### src/rtl/alu_control_mdu.sv
// ALU control decoder for the EX stage plus an iterative RV32M multiply/divide
// unit. The decode is purely combinational. The MDU runs one radix-2 step per
// cycle and holds the pipeline with a stall/done handshake.
module alu_control_mdu #(
    parameter int unsigned XLEN     = 32,
    parameter bit          ENABLE_M = 1'b1
) (
    input  logic            clk,
    input  logic            rst_n,
    input  logic [1:0]      ALUOp,
    input  logic [2:0]      funct3,
    input  logic            Inst_30,
    input  logic            Inst_25,
    input  logic            in_valid,
    input  logic            flush,
    input  logic [XLEN-1:0] op_a,
    input  logic [XLEN-1:0] op_b,
    output logic [3:0]      ALU_Selection,
    output logic            mdu_sel,
    output logic            stall,
    output logic            mdu_done,
    output logic [XLEN-1:0] mdu_result
);

    localparam int unsigned CW = $clog2(XLEN);

    localparam logic [3:0] ALU_ADD  = 4'b0000;
    localparam logic [3:0] ALU_SUB  = 4'b0001;
    localparam logic [3:0] ALU_PASS = 4'b0010;
    localparam logic [3:0] ALU_OR   = 4'b0100;
    localparam logic [3:0] ALU_AND  = 4'b0101;
    localparam logic [3:0] ALU_XOR  = 4'b0111;
    localparam logic [3:0] ALU_SRL  = 4'b1000;
    localparam logic [3:0] ALU_SLL  = 4'b1001;
    localparam logic [3:0] ALU_SRA  = 4'b1010;
    localparam logic [3:0] ALU_SLT  = 4'b1101;
    localparam logic [3:0] ALU_SLTU = 4'b1111;

    localparam logic [XLEN-1:0] MIN_INT = {1'b1, {(XLEN-1){1'b0}}};

    typedef enum logic [1:0] {
        S_IDLE,
        S_CALC,
        S_DONE
    } state_t;

    state_t              state_q, state_d;
    logic [CW-1:0]       count_q, count_d;
    // Multiply: {partial product, remaining multiplier}.
    // Divide:   {partial remainder, remaining dividend / quotient bits}.
    logic [2*XLEN-1:0]   acc_q, acc_d;
    logic [XLEN-1:0]     opnd_q, opnd_d;
    logic [2:0]          op_q, op_d;
    logic                neg_q, neg_d;
    logic [XLEN-1:0]     result_q, result_d;

    logic                mdu_req;
    logic                a_signed, b_signed, sa, sb, is_div;
    logic                div_zero, div_ovf, start_neg;
    logic [XLEN-1:0]     mag_a, mag_b, fast_res;
    logic [XLEN:0]       mul_sum, div_trial, div_diff;
    logic [2*XLEN-1:0]   mul_next, div_next, step_next, prod_signed;
    logic [XLEN-1:0]     quo, rem, final_res;

    assign mdu_req    = ENABLE_M && in_valid && !flush && (ALUOp == 2'b10) && Inst_25;
    assign mdu_sel    = mdu_req;
    assign mdu_result = result_q;

    // ALU opcode decode from ALUOp/funct3/funct7 bits
    always_comb begin
        ALU_Selection = ALU_PASS;
        case (ALUOp)
            2'b00: ALU_Selection = ALU_ADD;
            2'b01: begin
                case (funct3)
                    3'b000, 3'b001: ALU_Selection = ALU_SUB;
                    3'b100, 3'b101: ALU_Selection = ALU_SLT;
                    3'b110, 3'b111: ALU_Selection = ALU_SLTU;
                    default:        ALU_Selection = ALU_PASS;
                endcase
            end
            2'b10: begin
                if (!Inst_25) begin
                    case ({Inst_30, funct3})
                        4'b0000: ALU_Selection = ALU_ADD;
                        4'b1000: ALU_Selection = ALU_SUB;
                        4'b0001: ALU_Selection = ALU_SLL;
                        4'b0010: ALU_Selection = ALU_SLT;
                        4'b0011: ALU_Selection = ALU_SLTU;
                        4'b0100: ALU_Selection = ALU_XOR;
                        4'b0101: ALU_Selection = ALU_SRL;
                        4'b1101: ALU_Selection = ALU_SRA;
                        4'b0110: ALU_Selection = ALU_OR;
                        4'b0111: ALU_Selection = ALU_AND;
                        default: ALU_Selection = ALU_PASS;
                    endcase
                end
            end
            default: begin
                case (funct3)
                    3'b000:  ALU_Selection = ALU_ADD;
                    3'b001:  ALU_Selection = ALU_SLL;
                    3'b010:  ALU_Selection = ALU_SLT;
                    3'b011:  ALU_Selection = ALU_SLTU;
                    3'b100:  ALU_Selection = ALU_XOR;
                    3'b101:  ALU_Selection = Inst_30 ? ALU_SRA : ALU_SRL;
                    3'b110:  ALU_Selection = ALU_OR;
                    default: ALU_Selection = ALU_AND;
                endcase
            end
        endcase
        if (mdu_req) begin
            ALU_Selection = ALU_PASS;
        end
    end

    // Operand preparation at start: magnitudes, result sign, divide special cases
    always_comb begin
        a_signed  = funct3 inside {3'b000, 3'b001, 3'b010, 3'b100, 3'b110};
        b_signed  = funct3 inside {3'b000, 3'b001, 3'b100, 3'b110};
        is_div    = funct3[2];
        sa        = a_signed && op_a[XLEN-1];
        sb        = b_signed && op_b[XLEN-1];
        mag_a     = sa ? -op_a : op_a;
        mag_b     = sb ? -op_b : op_b;
        // Remainder follows the dividend; quotient/product follows both signs.
        start_neg = (is_div && funct3[1]) ? sa : (sa ^ sb);
        div_zero  = is_div && (op_b == '0);
        div_ovf   = is_div && !funct3[0] && (op_a == MIN_INT) && (op_b == '1);
        fast_res  = '0;
        if (div_zero) begin
            fast_res = funct3[1] ? op_a : '1;
        end else if (div_ovf) begin
            fast_res = funct3[1] ? '0 : MIN_INT;
        end
    end

    // One radix-2 iteration and final sign correction / result selection
    always_comb begin
        mul_sum     = {1'b0, acc_q[2*XLEN-1:XLEN]} + (acc_q[0] ? {1'b0, opnd_q} : '0);
        mul_next    = {mul_sum, acc_q[XLEN-1:1]};
        div_trial   = acc_q[2*XLEN-1:XLEN-1];
        div_diff    = div_trial - {1'b0, opnd_q};
        div_next    = div_diff[XLEN] ? {div_trial[XLEN-1:0], acc_q[XLEN-2:0], 1'b0}
                                     : {div_diff[XLEN-1:0],  acc_q[XLEN-2:0], 1'b1};
        step_next   = op_q[2] ? div_next : mul_next;
        prod_signed = neg_q ? -step_next : step_next;
        quo         = step_next[XLEN-1:0];
        rem         = step_next[2*XLEN-1:XLEN];
        case (op_q)
            3'b000:                 final_res = prod_signed[XLEN-1:0];
            3'b001, 3'b010, 3'b011: final_res = prod_signed[2*XLEN-1:XLEN];
            3'b100, 3'b101:         final_res = neg_q ? -quo : quo;
            default:                final_res = neg_q ? -rem : rem;
        endcase
    end

    // MDU control: next state, datapath updates, stall and done
    always_comb begin
        state_d  = state_q;
        count_d  = count_q;
        acc_d    = acc_q;
        opnd_d   = opnd_q;
        op_d     = op_q;
        neg_d    = neg_q;
        result_d = result_q;
        stall    = 1'b0;
        mdu_done = 1'b0;
        case (state_q)
            S_IDLE: begin
                if (mdu_req) begin
                    stall = 1'b1;
                    op_d  = funct3;
                    neg_d = start_neg;
                    if (div_zero || div_ovf) begin
                        result_d = fast_res;
                        state_d  = S_DONE;
                    end else begin
                        acc_d   = is_div ? {{XLEN{1'b0}}, mag_a} : {{XLEN{1'b0}}, mag_b};
                        opnd_d  = is_div ? mag_b : mag_a;
                        count_d = CW'(XLEN - 1);
                        state_d = S_CALC;
                    end
                end
            end
            S_CALC: begin
                stall = 1'b1;
                if (flush) begin
                    state_d = S_IDLE;
                end else begin
                    acc_d = step_next;
                    if (count_q == '0) begin
                        result_d = final_res;
                        state_d  = S_DONE;
                    end else begin
                        count_d = count_q - 1'b1;
                    end
                end
            end
            default: begin
                mdu_done = !flush;
                state_d  = S_IDLE;
            end
        endcase
    end

    // MDU state and datapath registers
    always_ff @(posedge clk or negedge rst_n) begin
        if (!rst_n) begin
            state_q  <= S_IDLE;
            count_q  <= '0;
            acc_q    <= '0;
            opnd_q   <= '0;
            op_q     <= '0;
            neg_q    <= 1'b0;
            result_q <= '0;
        end else begin
            state_q  <= state_d;
            count_q  <= count_d;
            acc_q    <= acc_d;
            opnd_q   <= opnd_d;
            op_q     <= op_d;
            neg_q    <= neg_d;
            result_q <= result_d;
        end
    end

endmodule

### config.mk
export PLATFORM = sky130hd
export DESIGN_NAME = alu_control_mdu
export DESIGN_NICKNAME = d
export VERILOG_FILES = /design/src/rtl/alu_control_mdu.sv
export SDC_FILE = /design/constraint.sdc
export NUM_CORES = 1
export LEC_CHECK = 0
export CAP_MARGIN = 15
export CORE_UTILIZATION = 45
export DETAILED_ROUTE_END_ITERATION = 16
export GPL_ROUTABILITY_DRIVEN = 0
export SLEW_MARGIN = 40
export SYNTH_ARGS = -nofsm -noshare
export SYNTH_HDL_FRONTEND = slang
export SYNTH_SLANG_ARGS = --single-unit
### constraint.sdc
create_clock -name clk -period 7.3 [get_ports clk]
set_input_delay 0.73 -clock clk [delete_from_list [all_inputs] [get_ports clk]]
set_output_delay 0.73 -clock clk [all_outputs]
set_load 0.02 [all_outputs]
==> impl_metrics.tcl, run 1 <==
set metrics [dict create \
    status "finished, final reports clean" \
    route.antenna.remaining_nets 0 \
    cts-htree-levels 4 \
    grt_pass1_vias 15900 \
    die_w_um 190 \
    grt_setup_unrepaired "false" \
    worst_r2r_path_depth 24 \
    fmax_mhz 162 \
    share_seq_of_total_power_pct 16.4 \
    topRoutingLayerUsed "met5" \
    synth-seq-area-share_pct 21.9 \
    cpMostUsedCell "inv_1" \
    initial_core_util_pct 45.9 \
    cp.arrival_ns 6.49 \
    grt_use_total_pct 35.6 \
    post-route-drc-count 0 \
    drive_gt1_share_pct 5.72 \
    cellLeakagePower_nw 7.35 \
    met2_length_mm 29.0 \
    comb_power_share_pct 72.9 \
    pin_slew_with_the_least_headroom_to_its_limit_ns 0.896 \
    netlist-cell-type-count 93 \
    post_synthesis_net_count 2308 \
    cts_buffer_depth 2 \
    cts.sinks 139 \
    height_of_the_die_um 190 \
    swShare_pct 56.3 \
    largest_stage_delay_on_the_critical_path_ns 0.59 \
    antenna_found_initial 3 \
    routed_wire_length_per_instance_um 24.1 \
    drt-initial-drc-count 1818 \
    largest_vdd_supply_drop_mv 0.299 \
    ff2ff_setup_slack_ns 1.11 \
    cp.required_ns 7.60 \
    grt_start_max_net_pins 75 \
    relSlewSlack_pct 39.6 \
    hpwlAfterDp_mm 50.0 \
    timing.final.crit_period_ns 6.19 \
    ioPinCount 114 \
    num-nets-final 2340 \
    power_per_cell_area_nw_per_um2 509 \
    worst_setup_hold_path_clk_slew_ns 0.07 \
    finalMaxSlewViolations 0 \
    number_of_antenna_cells_inserted 0 \
    total_switching_power_mw 5.15 \
    clk_pwr_share_pct 10.6 \
    post-route-period-util_pct 84.8 \
    postSynthRegisterBits 139 \
    worst_hold_path_type "in -> async" \
    syn_to_final_growth_pct 13.1 \
    internal_power_mw 4.00 \
    cts_tree "yes" \
    post_cts.resized_instances 0 \
    worst_setup_path_end_kind "flop" \
    drt-met1-wl_mm 26.1 \
    drt-total-wl_mm 64.0 \
    cts_setup_buffers 0 \
    finalSetupTns_ns 0 \
    crit_path_max_fanout 8 \
    routed-via-count 17300 \
    critPathLaunchType "flop" \
    criticalPathCategory "reg -> reg" \
    post_cts_hold_buffer_count 0 \
    row_cnt 68 \
    timing.critical_path.cells "inv_1, ha_1, inv_1, fa_1, a211oi_2, o211ai_1, a41o_1, o2111ai_2, a211oi_4, nand2_1, nand2_1, inv_1, ha_1, inv_1, o31ai_1, nand4_1, inv_1, nand2_1, nand2_1, nand4_1, o311ai_0, a21oi_1, o31ai_1, a2bb2oi_1" \
    drv.max_cap_violation_count 0 \
    finalSetupViolCount 0 \
    finalClockSkew_ns 0.0127 \
    core_footprint_um2 34600 \
    async_reset_ff_share_pct 100 \
    routed_via_density 6.50 \
    floorplan.die_area_um2 36000 \
    final-hold-violation-count 0 \
    routed-wl-met3_mm 5.29 \
    dr.pass1.iters 6 \
    worst_skew_pair.late_latency_ns 0.46 \
    postSynthAreaPerCell_um2 7.37 \
    ys.warnings.count 0 \
    overflow 0 \
    slowest_stage "o31ai_1" \
    synthFlopType "dfrtp_1" \
    regToRegStartpoint "acc_q[31]" \
    clock_tree.root_cell "clkbuf_16" \
    total_clock_buffers_created_by_cts 17 \
    placement.io_buffers 113 \
    grt_first_pass_wirelength_mm 97.1 \
    smallest_hold_slack_ns 0.112 \
    synth-edff-count 0 \
    total_standard_cell_area_after_synthesis_um2 15900 \
    reg_to_reg_end "mdu_result[20]" \
    syn-instance-count 2156 \
]
==> sequential cells by signal (all words and copies together) (netlist names) <==
register / flops
acc_q: 64
mdu_result: 32
opnd_q: 32
count_q: 5
op_q: 3
state_q: 2
neg_q: 1
==> metrics by stage <==
stage	setup slack (ns)	utilization, %	total power [mW]	area [um^2]	cells
after floorplan	1.80	-	5.97	15900	2156
after global placement	1.10	49.8	7.86	17300	2621
after detailed placement	1.33	49.9	7.92	17300	2623
after CTS	1.28	51.8	8.93	17900	2655
after global routing	0.832	51.9	9.74	18000	2656
final	1.11	51.9	9.15	18000	2656
==> metal layers <==
metal	vias to the layer above	track usage (%)
met2	912	56.9
met3	182	6.59
li1	7956	-
met4	6	18.8
met5	-	0
met1	8221	45.5
==> cells in the mapped netlist, types with 17 or more instances <==
| library cell | instances | area share (%) |
|---|---|---|
| and2_1 | 46 | 1.8 |
| a21o_1 | 32 | 1.5 |
| a22o_1 | 18 | 0.99 |
| nand3_1 | 35 | 1.1 |
| mux2i_1 | 58 | 3.7 |
| nand2_1 | 237 | 5.6 |
| nand4_1 | 21 | 0.83 |
| nand2b_1 | 21 | 0.83 |
| a21oi_1 | 224 | 7.1 |
| o31ai_1 | 31 | 1.5 |
| clkbuf_1 | 93 | 2.2 |
| nor3_1 | 69 | 2.2 |
| ha_1 | 75 | 5.9 |
| o211ai_1 | 22 | 1.0 |
| nor4_1 | 19 | 0.75 |
| inv_1 | 83 | 2.0 |
| nor2_1 | 187 | 4.4 |
| and3_1 | 17 | 0.67 |
| dfrtp_1 | 139 | 22 |
| o21ai_0 | 209 | 6.6 |
| xor2_1 | 79 | 4.4 |
| xnor2_1 | 104 | 5.7 |
| a31oi_1 | 19 | 0.75 |
| mux2_2 | 17 | 1.2 |
| buf_2 | 18 | 0.57 |
| a2111oi_0 | 22 | 1.2 |
==> critical path: cells and delay by family (launching register included) <==
| family | cells | cell delay (ns) |
|---|---|---|
| AND/OR/NAND/NOR | 6 | 1.32 |
| AO/OA/AOI/OAI | 10 | 2.79 |
| flip-flops | 1 | 0.46 |
| buffers and inverters | 5 | 0.65 |
| adder cells (fa/ha/maj) | 3 | 0.80 |
==> cells in the final DEF, fill, tap and decap left out, drive strengths merged, types with 70 or more instances in the layout <==
| master | instances |
|---|---|
| ha | 75 |
| nor3 | 70 |
| nor2 | 187 |
| a21oi | 225 |
| nand2 | 237 |
| clkdlybuf4s50 | 110 |
| dfrtp | 139 |
| o21ai | 222 |
| inv | 85 |
| xnor2 | 104 |
| xor2 | 79 |
==> kinds of logic after synthesis <==
| family | share of synthesized area (%) |
|---|---|
| AOI/OAI and AO/OA | 29.8 |
| and+or+nand+nor | 21.8 |
| buffers and inverters | 5.34 |
| xor gates and xnor gates | 10.1 |
| DFF | 21.9 |
| adders and majority gates | 6.16 |
| muxes | 4.86 |
==> cell type report <==
cell class              instances  area (um^2)
fillers                      3411        16700
flip-flops and latches        139         3480
multi-input cells            1805        11600
clock buffers                  20          447
repair buffers                141         1370
clock inverters                12          188
well taps                     455          569
inverters                      84          315
==> worst max path at each step <==
stage                     endpoint      start  cells past startpoint  slack [ns]
CTS                 mdu_result[20]  acc_q[31]                     24        1.28
detailed placement  mdu_result[20]  acc_q[31]                     24        1.33
finish              mdu_result[20]  acc_q[31]                     24        1.11
floorplan           mdu_result[30]  acc_q[31]                     24        1.80
global route        mdu_result[20]  acc_q[31]                     24        0.83
global placement    mdu_result[19]  acc_q[31]                     18        1.10
==> power by group through the flow <==
stage          clock [mW]  combinational (mW)  sequential [mW]
2_1_floorplan           0                4.73             1.24
3_3_place_gp            0                6.38             1.48
3_5_place_dp            0                6.43             1.49
4_1_cts             0.979                6.47             1.48
5_1_grt              1.01                7.20             1.53
6_report            0.975                6.68             1.50
Power figures use the tool's default switching activity.
==> inputs of run 2 (changes only) <==
- clock period: 7.3 -> 6.3 ns (I/O delays scaled with it)
==> run 2 against run 1 <==
Largest power group unchanged. Critical path type unchanged. Highest routed layer is now met4. Cell count is 0.64% higher. Wire length is 1.2% lower. Design area is 0.37% higher. Critical endpoint unchanged. Combinational power is 18% higher.
==> impl_metrics.tcl, run 2 (synthesized netlist as in run 1, its figures left out) <==
set metrics [dict create \
    number_of_antenna_cells_inserted 0 \
    cp.required_ns 6.61 \
    detailed_place.area_um2 17400 \
    finalSetupTns_ns 0 \
    cts_tree "yes" \
    grt_first_pass_wirelength_mm 96.4 \
    registers.top_by_ff_count "acc_q" \
    criticalPathCategory "reg -> reg" \
    drv.max_cap_violation_count 0 \
    row_cnt 68 \
    cts_buffer_depth 2 \
    clock_tree.root_cell "clkbuf_16" \
    initial_core_util_pct 45.9 \
    critPathLaunchType "flop" \
    finalClockSkew_ns 0.0124 \
    final-hold-violation-count 0 \
    drt-total-wl_mm 63.3 \
    routed_via_density 6.37 \
    largest_vdd_supply_drop_mv 0.330 \
    status "finished, final reports clean" \
    timing.final.crit_period_ns 6.01 \
    area_of_all_placed_cells_without_fillers_um2 18000 \
    routed_wire_length_per_instance_um 23.7 \
    finalSetupViolCount 0 \
    cts-htree-levels 4 \
    pin_slew_with_the_least_headroom_to_its_limit_ns 0.952 \
    placement.io_buffers 113 \
    grt_start_max_net_pins 85 \
    relSlewSlack_pct 34.9 \
    worst_r2r_path_depth 24 \
    number_of_flip_flops_in_the_largest_register 64 \
    routed-via-count 17000 \
    crit_path_max_fanout 7 \
    floorplan.die_area_um2 36000 \
    num-nets-final 2357 \
    cp.arrival_ns 6.33 \
    overflow 0 \
    worst_skew_pair.late_latency_ns 0.45 \
    grt_pass1_vias 15800 \
    finalMaxSlewViolations 0 \
    dr.pass1.iters 9 \
    post-route-period-util_pct 95.5 \
    mostFrequentLayoutCell "nand2_1" \
    die_w_um 190 \
    grt_use_total_pct 35.3 \
    worst_hold_path_type "in -> async" \
    smallest_hold_slack_ns 0.215 \
    power_per_cell_area_nw_per_um2 590 \
    worst_setup_path_end_kind "flop" \
    drive_gt1_share_pct 6.36 \
    height_of_the_die_um 190 \
    post_cts_hold_buffer_count 0 \
    post-route-drc-count 0 \
    grt_setup_unrepaired "false" \
    syn_to_final_growth_pct 13.5 \
    cellLeakagePower_nw 7.39 \
    route.antenna.remaining_nets 0 \
    total_clock_buffers_created_by_cts 17 \
    hpwlAfterDp_mm 50.0 \
    drt-initial-drc-count 1818 \
    fmax_mhz 166 \
    cts.sinks 139 \
    worst_setup_hold_path_clk_slew_ns 0.07 \
    ioPinCount 114 \
    antenna_found_initial 0 \
    core_footprint_um2 34600 \
    highest_count_cells_in_the_layout_ignoring_fill_and_taps "237 x nand2_1, 224 x a21oi_1, 208 x o21ai_0" \
]
## run 2: cell type report
type / count / area (um^2)
Clock buffer: 18 / 439
Tap cell: 455 / 569
Fill cell: 3414 / 16600
Timing Repair Buffer: 158 / 1480
Multi-Input combinational cell: 1805 / 11600
Clock inverter: 14 / 159
Inverter: 84 / 315
Sequential cell: 139 / 3480
## run 2: worst paths after layout
path / start / slack [ns] / endpoint
max: acc_q[31] / 0.29 / mdu_result[20]
min reg2reg: mdu_result[5] / 0.48 / mdu_result[5]
max in group asynchronous: rst_n / 5.00 / acc_q[35]
min: rst_n / 0.22 / opnd_q[29]
max reg2reg: acc_q[31] / 0.29 / mdu_result[20]
min in group clk: mdu_result[5] / 0.48 / mdu_result[5]
## run 2: metrics by stage
step / instances / setup WS, ns / util (%) / total power [mW]
global route: 2673 / 0.0299 / 52.1 / 11.3
detailed placement: 2640 / 0.165 / 50.3 / 9.32
global placement: 2639 / 0.316 / 50.2 / 9.26
finish: 2673 / 0.286 / 52.1 / 10.6
CTS: 2672 / 0.120 / 52.0 / 10.4
floorplan: 2156 / 0.798 / - / 6.92
## run 2: critical path, stage by stage, from the launching register on
cell       delay (ns)
dfrtp_1          0.47
inv_1            0.10
ha_1             0.16
inv_1            0.06
fa_1             0.43
a211oi_2         0.23
o211ai_1         0.16
a41o_1           0.36
o2111ai_2        0.29
a211oi_4         0.16
nand2_1          0.25
nand2_1          0.15
inv_1            0.11
ha_1             0.22
inv_1            0.09
o31ai_1          0.36
nand4_1          0.38
inv_1            0.29
nand2_1          0.16
nand2_1          0.21
nand4_1          0.19
o311ai_0         0.32
a21oi_1          0.14
o31ai_2          0.47
a2bb2oi_1        0.12
## run 2: repair_timing
action	in CTS	in global routing
gates resized for setup	0	1
setup endpoints to repair	0	1
buffers inserted	0	0
## run 2: per-layer routing
| layer | global-route usage [%] | up-vias | share of wire [%] |
|---|---|---|---|
| met5 | 0 | - | 0 |
| met4 | 15.2 | 0 | 4.4 |
| met3 | 6.11 | 133 | 7.1 |
| met2 | 57.7 | 820 | 46 |
| met1 | 45.5 | 8087 | 42 |
| li1 | - | 7982 | - |
## run 2: power breakdown
part / internal, mW / leakage, nW / switching [mW]
combinational: 2.87 / 5.34 / 5.03
sequential: 1.20 / 1.77 / 0.468
clock: 0.601 / 0.277 / 0.463
total: 4.67 / 7.39 / 5.96
==> inputs of run 3 (changes only) <==
--- a/config.mk
+++ b/config.mk
@@ -11,3 +11,3 @@
 export GPL_ROUTABILITY_DRIVEN = 0
-export SLEW_MARGIN = 40
+export SLEW_MARGIN = 20
 export SYNTH_ARGS = -nofsm -noshare
--- a/constraint.sdc
+++ b/constraint.sdc
@@ -3,2 +3,2 @@
 set_output_delay 0.63 -clock clk [all_outputs]
-set_load 0.02 [all_outputs]
+set_load 0.005 [all_outputs]
==> run 3 against run 2 <==
Global-route usage is 0.24 points higher. Count of clock-buffer cells in the layout grew 2. Die area stayed put. Via count up 0.93%. Register-to-register slack improved by 0.22 ns. Highest routed layer is now met5.
==> impl_metrics.tcl, run 3 (synthesized netlist as in run 1, its figures left out) <==
set metrics [dict create \
    cts_tree "yes" \
    drt-met1-wl_mm 26.7 \
    drv.max_cap_violation_count 0 \
    routed_wire_length_per_instance_um 23.7 \
    status "finished, final reports clean" \
    worst_skew_pair.late_latency_ns 0.45 \
    highest_count_cells_in_the_layout_ignoring_fill_and_taps "237 x nand2_1, 224 x a21oi_1, 208 x o21ai_0" \
    floorplan.die_area_um2 36000 \
    relSlewSlack_pct 30.1 \
    drive_gt1_share_pct 6.39 \
    cts-htree-levels 4 \
    finalMaxSlewViolations 0 \
    drt-total-wl_mm 63.5 \
    largest_vdd_supply_drop_mv 0.368 \
    routed-via-count 17200 \
    critPathLaunchType "flop" \
    post_cts_hold_buffer_count 0 \
    core_footprint_um2 34600 \
    grt_start_max_net_pins 85 \
    row_cnt 68 \
    drt-initial-drc-count 1717 \
    final-hold-violation-count 0 \
    power_per_cell_area_nw_per_um2 596 \
    syn_to_final_growth_pct 14.0 \
    registers.top_by_ff_count "acc_q" \
    pin_slew_with_the_least_headroom_to_its_limit_ns 1.02 \
    final_critical_path_setup_slack_ns 0.502 \
    grt_pass1_vias 15900 \
    cp.arrival_ns 6.11 \
    mostFrequentLayoutCell "nand2_1" \
    overflow 0 \
    grt_setup_unrepaired "false" \
    largest_stage_delay_on_the_critical_path_ns 0.48 \
    met2_length_mm 29.2 \
    cellLeakagePower_nw 7.44 \
    finalSetupViolCount 0 \
    finalSetupTns_ns 0 \
    total_clock_buffers_created_by_cts 17 \
    fmax_mhz 172 \
    timing.critical_path.cells "inv_1, ha_1, inv_1, fa_1, a211oi_2, o211ai_1, a41o_1, o2111ai_2, a211oi_4, nand2_1, nand2_1, inv_1, ha_1, inv_1, o31ai_1, nand4_1, inv_1, nand2_1, nand2_1, nand4_1, o311ai_0, a21oi_1, o31ai_2, a2bb2oi_1" \
    clock_tree.root_cell "clkbuf_16" \
    ioPinCount 114 \
    worst_setup_hold_path_clk_slew_ns 0.07 \
    cp.required_ns 6.61 \
    grt_first_pass_wirelength_mm 97.2 \
    topRoutingLayerUsed "met5" \
    timing.final.crit_period_ns 5.80 \
    post-route-period-util_pct 92.0 \
    route.antenna.remaining_nets 0 \
    finalClockSkew_ns 0.0158 \
    die_w_um 190 \
    slowest_stage "dfrtp_1" \
    post-route-drc-count 0 \
    worst_hold_path_type "in -> async" \
    placement.io_buffers 113 \
    num-nets-final 2361 \
    routed-wl-met3_mm 4.73 \
    worst_setup_path_end_kind "flop" \
    height_of_the_die_um 190 \
    cts_buffer_depth 2 \
    crit_path_max_fanout 7 \
    grt_use_total_pct 35.5 \
    criticalPathCategory "reg -> reg" \
    initial_core_util_pct 45.9 \
    dr.pass1.iters 6 \
    antenna_found_initial 2 \
    routed_via_density 6.42 \
    cpMostUsedCell "inv_1" \
    hpwlAfterDp_mm 50.0 \
    cts.sinks 139 \
    number_of_flip_flops_in_the_largest_register 64 \
    detailedPlace.worstSlack_ns 0.168 \
]
-- run 3: worst max-delay path: cells and delay by family (launching register included) --
family,cells,cell delay (ns)
compound gates,10,2.56
simple gates,6,1.21
fa+ha+maj,3,0.81
buf+inv,5,0.61
flops,1,0.48
-- run 3: layout make-up --
type                       instances  area (um^2)
antenna                            1         2.50
clock buffer                      20          447
clock inverter                    12          208
fill                            3455        16500
inverter                          84          315
multi-input combinational       1805        11600
sequential                       139         3480
tap                              455          569
timing repair buffer             162         1500
-- run 3: path summary, 6_finish.rpt --
path / from / endpoint / slack (ns) / cells past startpoint
worst min-delay path: rst_n / acc_q[57] / 0.22 / 1
worst max-delay path: acc_q[31] / mdu_result[20] / 0.50 / 24
worst min register to register: mdu_result[5] / mdu_result[5] / 0.47 / 2
min in group clk: mdu_result[5] / mdu_result[5] / 0.47 / 2
max in group asynchronous: rst_n / acc_q[12] / 4.73 / 2
worst max register to register: acc_q[31] / mdu_result[20] / 0.50 / 24
-- run 3: routing by layer --
layer,GRT usage [%],up-vias
li1,-,8008
met1,46.3,8209
met2,57.9,798
met3,5.53,161
met4,15.6,4
met5,0,-
-- run 3: per-stage QoR --
step / util, % / cells / power [mW] / hold WS, ns / area (um^2)
final: 52.3 / 2678 / 10.8 / 0.219 / 18100
after global routing: 52.3 / 2677 / 11.5 / 0.270 / 18100
after CTS: 52.1 / 2671 / 10.5 / 0.236 / 18000
after detailed placement: 50.2 / 2639 / 9.31 / 0.464 / 17400
after global placement: 50.2 / 2639 / 9.25 / 0.457 / 17400
after floorplan: - / 2156 / 6.91 / 0.334 / 15900
-- run 3: power by group --
| part | internal (mW) | leakage, nW | switching, mW |
|---|---|---|---|
| Sequential | 1.20 | 1.77 | 0.473 |
| Combinational | 2.90 | 5.36 | 5.05 |
| Clock | 0.718 | 0.308 | 0.443 |
| Total | 4.82 | 7.44 | 5.96 |
-- run 3: what timing repair did --
item | in CTS | in global routing
endpoints found under the setup margin | 0 | 6
setup buffers | 0 | 6
resized for setup | 0 | 1
